`src/rtl/alu_seq_pkg.sv`:
```
// Shared types for the sequential ALU: operation codes and controller states.
package alu_seq_pkg;

    typedef enum logic [3:0] {
        F_ADD   = 4'd0,
        F_SUB   = 4'd1,
        F_AND   = 4'd2,
        F_OR    = 4'd3,
        F_XOR   = 4'd4,
        F_NOT   = 4'd5,
        F_ROL   = 4'd6,
        F_ROR   = 4'd7,
        F_SHL   = 4'd8,
        F_SHR   = 4'd9,
        F_MUL   = 4'd10,
        F_ADC   = 4'd11,
        F_SBB   = 4'd12,
        F_CMP   = 4'd13,
        F_RSV14 = 4'd14,
        F_RSV15 = 4'd15
    } func_e;

    typedef enum logic [1:0] {
        S_IDLE = 2'd0,
        S_RUN  = 2'd1,
        S_DONE = 2'd2
    } state_e;

    function automatic logic is_shift(input func_e f);
        return f inside {F_ROL, F_ROR, F_SHL, F_SHR};
    endfunction

endpackage

```
`src/rtl/alu_core.sv`:
```
// Combinational single-cycle ALU: arithmetic, logic ops and their flags.
module alu_core
    import alu_seq_pkg::*;
#(
    parameter int WIDTH = 8
) (
    input  func_e              func,
    input  logic [WIDTH-1:0]   a,
    input  logic [WIDTH-1:0]   b,
    input  logic               cin,
    output logic [WIDTH-1:0]   res,
    output logic               wr_res,
    output logic               carry,
    output logic               ovf,
    output logic               zero,
    output logic               neg,
    output logic               valid
);

    localparam int M = WIDTH - 1;

    logic [WIDTH:0] ext;
    logic [WIDTH:0] cin_ext;

    assign cin_ext = {{WIDTH{1'b0}}, cin};

    always_comb begin
        ext    = '0;
        res    = '0;
        wr_res = 1'b1;
        carry  = 1'b0;
        ovf    = 1'b0;
        valid  = 1'b1;
        case (func)
            F_ADD, F_ADC: begin
                ext   = {1'b0, a} + {1'b0, b} + ((func == F_ADC) ? cin_ext : '0);
                res   = ext[M:0];
                carry = ext[WIDTH];
                ovf   = (a[M] == b[M]) && (res[M] != a[M]);
            end
            F_SUB, F_SBB, F_CMP: begin
                // top bit of the extended difference is the unsigned borrow
                ext    = {1'b0, a} - {1'b0, b} - ((func == F_SBB) ? cin_ext : '0);
                res    = ext[M:0];
                carry  = ext[WIDTH];
                ovf    = (a[M] != b[M]) && (res[M] != a[M]);
                wr_res = (func != F_CMP);
            end
            F_AND: res = a & b;
            F_OR:  res = a | b;
            F_XOR: res = a ^ b;
            F_NOT: res = ~a;
            default: begin
                valid  = 1'b0;
                wr_res = 1'b0;
            end
        endcase
    end

    assign zero = (res == '0);
    assign neg  = res[M];

endmodule

```
`src/rtl/alu_seq.sv`:
```
// Sequential ALU: single-cycle ops via alu_core, bit-serial shifts/rotates and shift-add multiply.
module alu_seq
    import alu_seq_pkg::*;
#(
    parameter int WIDTH = 8,
    parameter int SHW   = $clog2(WIDTH)
) (
    input  logic              clk,
    input  logic              reset,
    input  logic              start,
    input  logic [3:0]        func,
    input  logic [WIDTH-1:0]  op_a,
    input  logic [WIDTH-1:0]  op_b,
    output logic              busy,
    output logic              done,
    output logic [WIDTH-1:0]  result,
    output logic              carry_f,
    output logic              zero_f,
    output logic              neg_f,
    output logic              ovf_f
);

    localparam int M  = WIDTH - 1;
    localparam int CW = SHW + 1;

    state_e           state, state_nxt;
    func_e            func_in, func_q;
    logic [CW-1:0]    cnt;
    logic [WIDTH-1:0] sr, sr_nxt;
    logic [WIDTH-1:0] acc_hi, hi_nxt;
    logic [WIDTH-1:0] mcand;
    logic [WIDTH:0]   mul_sum;
    logic             step_c;
    logic [SHW-1:0]   k;
    logic             accept, multi, finish;

    logic [WIDTH-1:0] c_res;
    logic             c_wr, c_carry, c_ovf, c_zero, c_neg, c_valid;

    assign func_in = func_e'(func);
    assign k       = op_b[SHW-1:0];

    alu_core #(.WIDTH(WIDTH)) u_core (
        .func   (func_in),
        .a      (op_a),
        .b      (op_b),
        .cin    (carry_f),
        .res    (c_res),
        .wr_res (c_wr),
        .carry  (c_carry),
        .ovf    (c_ovf),
        .zero   (c_zero),
        .neg    (c_neg),
        .valid  (c_valid)
    );

    always_comb begin
        state_nxt = state;
        accept    = 1'b0;
        multi     = (is_shift(func_in) && (k != '0)) || (func_in == F_MUL);
        finish    = 1'b0;
        case (state)
            S_IDLE, S_DONE: begin
                accept    = start;
                state_nxt = start ? (multi ? S_RUN : S_DONE) : S_IDLE;
            end
            S_RUN: begin
                finish    = (cnt == CW'(1));
                state_nxt = finish ? S_DONE : S_RUN;
            end
            default: state_nxt = S_IDLE;
        endcase
    end

    // one bit of the running shift/rotate or one multiply partial product
    always_comb begin
        sr_nxt  = sr;
        hi_nxt  = acc_hi;
        step_c  = 1'b0;
        mul_sum = '0;
        case (func_q)
            F_ROL: begin step_c = sr[M]; sr_nxt = {sr[M-1:0], sr[M]};  end
            F_ROR: begin step_c = sr[0]; sr_nxt = {sr[0], sr[M:1]};    end
            F_SHL: begin step_c = sr[M]; sr_nxt = {sr[M-1:0], 1'b0};   end
            F_SHR: begin step_c = sr[0]; sr_nxt = {1'b0, sr[M:1]};     end
            F_MUL: begin
                mul_sum = {1'b0, acc_hi} + (sr[0] ? {1'b0, mcand} : '0);
                hi_nxt  = mul_sum[WIDTH:1];
                sr_nxt  = {mul_sum[0], sr[M:1]};
                step_c  = (hi_nxt != '0);
            end
            default: ;
        endcase
    end

    always_ff @(posedge clk) begin
        if (reset) begin
            state   <= S_IDLE;
            func_q  <= F_ADD;
            cnt     <= '0;
            sr      <= '0;
            acc_hi  <= '0;
            mcand   <= '0;
            result  <= '0;
            carry_f <= 1'b0;
            zero_f  <= 1'b0;
            neg_f   <= 1'b0;
            ovf_f   <= 1'b0;
        end else begin
            state <= state_nxt;
            if (accept) begin
                func_q <= func_in;
                sr     <= op_a;
                acc_hi <= '0;
                mcand  <= op_b;
                cnt    <= (func_in == F_MUL) ? CW'(WIDTH) : {1'b0, k};
                if (!multi) begin
                    if (is_shift(func_in)) begin
                        result  <= op_a;
                        carry_f <= 1'b0;
                        zero_f  <= (op_a == '0);
                        neg_f   <= op_a[M];
                        ovf_f   <= 1'b0;
                    end else if (c_valid) begin
                        if (c_wr) result <= c_res;
                        carry_f <= c_carry;
                        zero_f  <= c_zero;
                        neg_f   <= c_neg;
                        ovf_f   <= c_ovf;
                    end
                end
            end else if (state == S_RUN) begin
                cnt    <= cnt - CW'(1);
                sr     <= sr_nxt;
                acc_hi <= hi_nxt;
                if (finish) begin
                    result  <= sr_nxt;
                    carry_f <= step_c;
                    zero_f  <= (sr_nxt == '0);
                    neg_f   <= sr_nxt[M];
                    ovf_f   <= 1'b0;
                end
            end
        end
    end

    assign busy = (state == S_RUN);
    assign done = (state == S_DONE);

endmodule

```
`config.mk`:
```
export PLATFORM = sky130hd
export DESIGN_NAME = alu_seq
export DESIGN_NICKNAME = d
export VERILOG_FILES = /design/src/rtl/alu_seq_pkg.sv /design/src/rtl/alu_core.sv /design/src/rtl/alu_seq.sv
export SDC_FILE = /design/constraint.sdc
export NUM_CORES = 1
export LEC_CHECK = 0
export CAP_MARGIN = 20
export CELL_PAD_IN_SITES_DETAIL_PLACEMENT = 1
export CELL_PAD_IN_SITES_GLOBAL_PLACEMENT = 1
export CORE_MARGIN = 4
export CORE_UTILIZATION = 40
export DETAILED_ROUTE_END_ITERATION = 7
export PLACE_DENSITY_LB_ADDON = 0.15
export SYNTH_ARGS = -nofsm -noshare
export SYNTH_HDL_FRONTEND = slang
export SYNTH_SLANG_ARGS = --single-unit
```
`constraint.sdc`:
```
create_clock -name clk -period 3.4 [get_ports clk]
set_input_delay 0.34 -clock clk [delete_from_list [all_inputs] [get_ports clk]]
set_output_delay 0.34 -clock clk [all_outputs]
set_load 0.01 [all_outputs]
```
Word level (Yosys, flattened, before mapping) --
Index checks and enable logic that the tools add are counted. Widths: inputs -> output; s select.
Storage, ports and cells: word-level logic and storage cells 127, register bits after elaboration 46, bits of input ports 23, output and inout port bits 14
Operators by class: mux-type cells 52, reduce and logical (&&, ||, !) cells 25, bitwise operators 4, equality and inequality tests 29, add/sub/neg operators 6
Operators by type and width (number):
- $mux 8 | 10
- $pmux 8 s6 | 1
- $pmux 8 s5 | 1
- $eq 4x4->1 const B | 9
- $mux 1 | 29
- $eq 4x3->1 const B | 6
- $logic_not 8->1 | 3
- $add 8x8->9 | 2
- $mux 4 | 3
- $reduce_or 2->1 | 5
- $add 9x9->9 | 1
- $reduce_or 9->1 | 1
- $sub 8x8->9 | 1
- $sub 9x9->9 | 1
- $and 8x8->8 | 1
- $eq 4x1->1 const B | 2
- $eq 4x2->1 const B | 2
- $not 8->8 | 1
- $or 8x8->8 | 1
- $reduce_bool 8->1 | 1
- $xor 8x8->8 | 1
- $mux 2 | 3
- $ne 3x1->1 const B | 2
- $pmux 1 s2 | 3
- other kinds (21) | 26

Longest topological paths before layout --
depth after elaboration 10, mapped depth 14, gate-level depth less buffers 12

Hierarchy --
Synthesis repeated with hierarchy kept, for this count alone.
Second synthesis, totals: cell total of the unflattened synthesis 582, area total of the unflattened synthesis 4505.6 um2
By module, submodules not included:
- alu_seq | area each 2996.6 um2, instances 1, sequential area each 920.9 um2, cells an instance 383
- alu_core | area each 1508.9 um2, instances 1, sequential area each 0.0 um2, cells an instance 199

Worst setup path before layout --
No wires, ideal clock.
kind in2reg, start input port func[0], end register zero_f, required time 3325 ps, setup slack 171 ps, cell stages on the path 12, setup time 75 ps, buffers on the path 2, arrival 3155 ps, cell sequence buf_2 > buf_2 > nor2_1 > nand4_1 > fa_1 > fa_1 > o21a_4 > o41ai_4 > xnor2_1 > a221o_1 > a2111o_1 > o22ai_1
On the way: longest elaborated chain between the ends 9, elaborated cells between the ends (all ways) 34, those cells by class add/sub (2); eq/ne (15); mux (8); reduce/logical (9)
Ends and longest elaborated chain:
- start: declaration | line alu_seq.sv:11 | input logic [3:0] func,
- $eq 4x4->1, on equally long branches | line alu_core.sv:34, alu_core.sv:43, alu_core.sv:36
- $mux 1, on equally long branches | line alu_core.sv:43, alu_core.sv:36
- $sub 9x9->9 or $add 9x9->9 (tied branches) | line alu_core.sv:43, alu_core.sv:36
- $pmux 8 s6 | line alu_core.sv:34 | case (func)
- $logic_not 8->1 | line alu_core.sv:60 | assign zero = (res == '0);
- $mux 1 | line alu_seq.sv:124 | end else if (c_valid) begin
- $mux 1 | line alu_seq.sv:118 | if (is_shift(func_in)) begin
- $mux 1 | line alu_seq.sv:117 | if (!multi) begin
- $mux 1 | line alu_seq.sv:111 | if (accept) begin
- end signal: assignment | line alu_seq.sv:121 | zero_f <= (op_a == '0);
- end signal: assignment | line alu_seq.sv:127 | zero_f <= c_zero;
- end signal: assignment | line alu_seq.sv:139 | zero_f <= (sr_nxt == '0);
- end: declaration | line alu_seq.sv:18 | output logic zero_f,
Parallel ways exist; a longest one is shown, timed or not. The select of a mux whose other input is x is not followed. A chain may end at the register's enable or synchronous reset.

Final worst setup path --
start input port func[0], end register result[7]
On the way: longest elaborated chain between the ends 9, elaborated cells between the ends (all ways) 38, those cells by class add/sub (2); eq/ne (17); mux (10); reduce/logical (9)
Ends and longest elaborated chain:
- $eq 4x4->1, on equally long branches | line alu_core.sv:34, alu_core.sv:43, alu_core.sv:36
- $mux 1, on equally long branches | line alu_core.sv:43, alu_core.sv:36
- $sub 9x9->9 or $add 9x9->9 (tied branches) | line alu_core.sv:43, alu_core.sv:36
- $pmux 8 s6 | line alu_core.sv:34
- $mux 8 | line alu_seq.sv:125 | if (c_wr) result <= c_res;
- $mux 8 | line alu_seq.sv:124
- $mux 8 | line alu_seq.sv:118
- $mux 8 | line alu_seq.sv:117
- $mux 8 | line alu_seq.sv:111
- end signal: assignment | line alu_seq.sv:119 | result <= op_a;
- end signal: assignment | line alu_seq.sv:125
- end signal: assignment | line alu_seq.sv:137 | result <= sr_nxt;
- end: declaration | line alu_seq.sv:16 | output logic [WIDTH-1:0] result,
Parallel ways exist; a longest one is shown, timed or not. The select of a mux whose other input is x is not followed.

==> qor.yml <==
cts:
  path_clk_slew_ps: 90
  cts_buffers: 5
  cts_tree: "built"
  clock_latency_ps: 310
  clock_sinks: 46
  htree_levels: 2
  clockBufferDepth: 2
  ctsResizeCount: 0
  ctsHoldBuffers: 0
  cts_setup_buffers: 0
  cts_root_buffer: "clkbuf_8"
layout:
  antenna_cells: 0
  final_util_pct: 48.38
  syn2layout_area_growth_pct: 18.34
  multi_input_area_um2: 3009
  drive_above_1_share_pct: 10.15
  nFillCells: 1308
  fin_area_um2: 4972
  seq_area_um2: 920.9
  fin_nets: 658
route:
  drt-wirelength-per-cell_um: 19.78
  vias_per_cell: 5.813
  ant_nets: 0
  drc: 0
  vias: 4226
  drtIter0Drc: 192
  wl_um: 14380
  drt-pass1-iter-count: 4
critical_path:
  cpPeakStageDelay_ps: 550
  worstSetupEndpointType: "flop"
  path_cells: "clkdlybuf4s50_1, nor2_2, nand4_1, fa_1, inv_1, ha_1, o211ai_1, nand4b_1, a31oi_2, xnor2_1, a21o_1, a221oi_2, buf_4, o41ai_2"
  worst-path-buf-inv: 3
  crit_type: "primary input to flop"
  crit_fanout: 3
  slowest_stage: "fa_1"
  cp_data_arrival_time_ps: 3520
  required_ps: 3620
  critPathTopFamily: "compound AO/OA/AOI/OAI gates"
  reg2reg_slack_ps: 270
  start_kind: "primary input"
yosys:
  synth_area_um2: 4202
  syn_area_per_cell_um2: 7.766
  ys_seq_area_share_pct: 21.92
  synth_enable_flop_cells: 0
  ys_top_cells_by_area: "dfxtp_1 22%, ha_1 12%, a21oi_1 7.3%"
  synth_top_area_share_pct: 21.92
  ys_types: 78
  yosys.area.top_type: "dfxtp_1"
  netlist_instances: 541
  synthFlopType: "dfxtp_1"
  synth_common_cells: "61 x a21oi_1, 61 x nand2_1, 46 x dfxtp_1"
  synth_fp_nets: 609
  ys_seq_elements: 46
  yosys_warnings: 0
  async_flop_share_pct: 0
global_routing:
  grt_pass1_vias: 4474
  grt_first_pass_wirelength_um: 23050
  grt_start_max_net_pins: 34
  grt_util_all_layers_pct: 22.83
  antenna_found_initial: 0
  grt-ovfl-total: 0
worst_hold_path:
  hold_class: "flop to flop"
sta:
  worst_clock_skew_ps: 6.146
  fmax_mhz: 302.9
  tightest_slew_ps: 759.5
  timing.hold.ws_ps: 458.3
  fin_crit_sh_pct: 97.11
  finalMaxSlewViolations: 0
  maxSlewHeadroom_pct: 49.25
  hold_viol: 0
  post-route-min-period_ps: 3302
  setup_viol: 0
placement:
  dp_hpwl_um: 11360
  placed_cell_area_um2: 4840
  globalplace.congestion: 0.8654
  portBuffers: 36
status:
  status: "completed"
floorplan:
  die_w_um: 110.5
  floorplan.initialDensity_pct: 40.88
  dieArea_um2: 12210
  ios: 37
  placeableCoreArea_um2: 10280
  die_y_um: 110.5
  rows: 37
power:
  vdd_ir_drop_max_v: 0.0002084
  p_total_mw: 1.635
  leakagePower_nw: 2.005
  p_per_area_nw_per_um2: 328.7
flow_run:
  max_cap_violations: 0
kinds of logic (layout without fill, tap and decap cells):
logic type	after synthesis	count (layout)	share of synthesized area (%)
mux	6	6	1.519
xor+xnor	23	23	4.795
flops	46	46	21.92
compound gates	175	175	28.92
fa+ha+maj	45	45	14.29
buf+inv	66	116	7.057
simple gates	180	180	21.50
power breakdown:
group | internal, mW | leakage, nW | switching [mW]
Clock | 0.220 | 0.0514 | 0.205
Combinational | 0.265 | 1.58 | 0.338
Sequential | 0.572 | 0.377 | 0.0349
layout by cell type (no fill, tap or decap), types with 15 or more instances in the layout:
cell type | netlist | layout
a21oi_1 | 61 | 61
nand2_1 | 61 | 61
dfxtp_1 | 46 | 46
xnor2_1 | 15 | 15
buf_4 | 2 | 35
ha_1 | 40 | 40
nor2_1 | 42 | 41
clkdlybuf4s50_1 | 0 | 36
inv_1 | 36 | 36
worst paths after layout:
check | from | end | depth (start not counted)
worst min register to register | mcand[7] | mcand[7] | 2
worst max register to register | carry_f | result[7] | 12
worst max-delay path | func[0] | result[7] | 14
worst min-delay path | mcand[7] | mcand[7] | 2
per-stage QoR:
| step | setup WS [ps] | TNS (ps) | std cells |
|---|---|---|---|
| 5_1_grt | -27.92 | -35.77 | 727 |
| 3_5_place_dp | -173.2 | -515.0 | 719 |
| 2_1_floorplan | 170.5 | 0 | 541 |
| 6_report | 98.25 | 0 | 727 |
| 3_3_place_gp | -39.02 | -98.31 | 719 |
| 4_1_cts | 133.4 | 0 | 727 |
registers in the layout, indices dropped and copies added, names as in the netlist:
name / count
zero_f: 1
neg_f: 1
result: 8
acc_hi: 8
ovf_f: 1
cnt: 4
func_q: 4
state: 2
mcand: 8
sr: 8
carry_f: 1
layout make-up:
class | count | share of cell area (%)
clock buffer | 6 | 1.459
clock inverter | 2 | 0.7549
inverter | 37 | 2.793
multi-input combinational | 429 | 60.52
sequential | 46 | 18.52
tap | 136 | 3.422
timing repair buffer | 71 | 12.53
layer usage:
metal	track usage, %	vias to the layer above	part of all wire, %
met4	7.635	0	2.5
met3	2.904	27	3.7
met1	28.27	2064	43
met2	40.66	92	50
met5	0	-	0
li1	-	2043	-
worst min-delay path: cells and delay by family, from the launching register on:
kind / cells / cell delay, ps
AO/OA/AOI/OAI: 1 / 50
AND/OR/NAND/NOR: 1 / 50
flip-flops: 1 / 310
No activity file was read; power rests on OpenSTA's default activity.
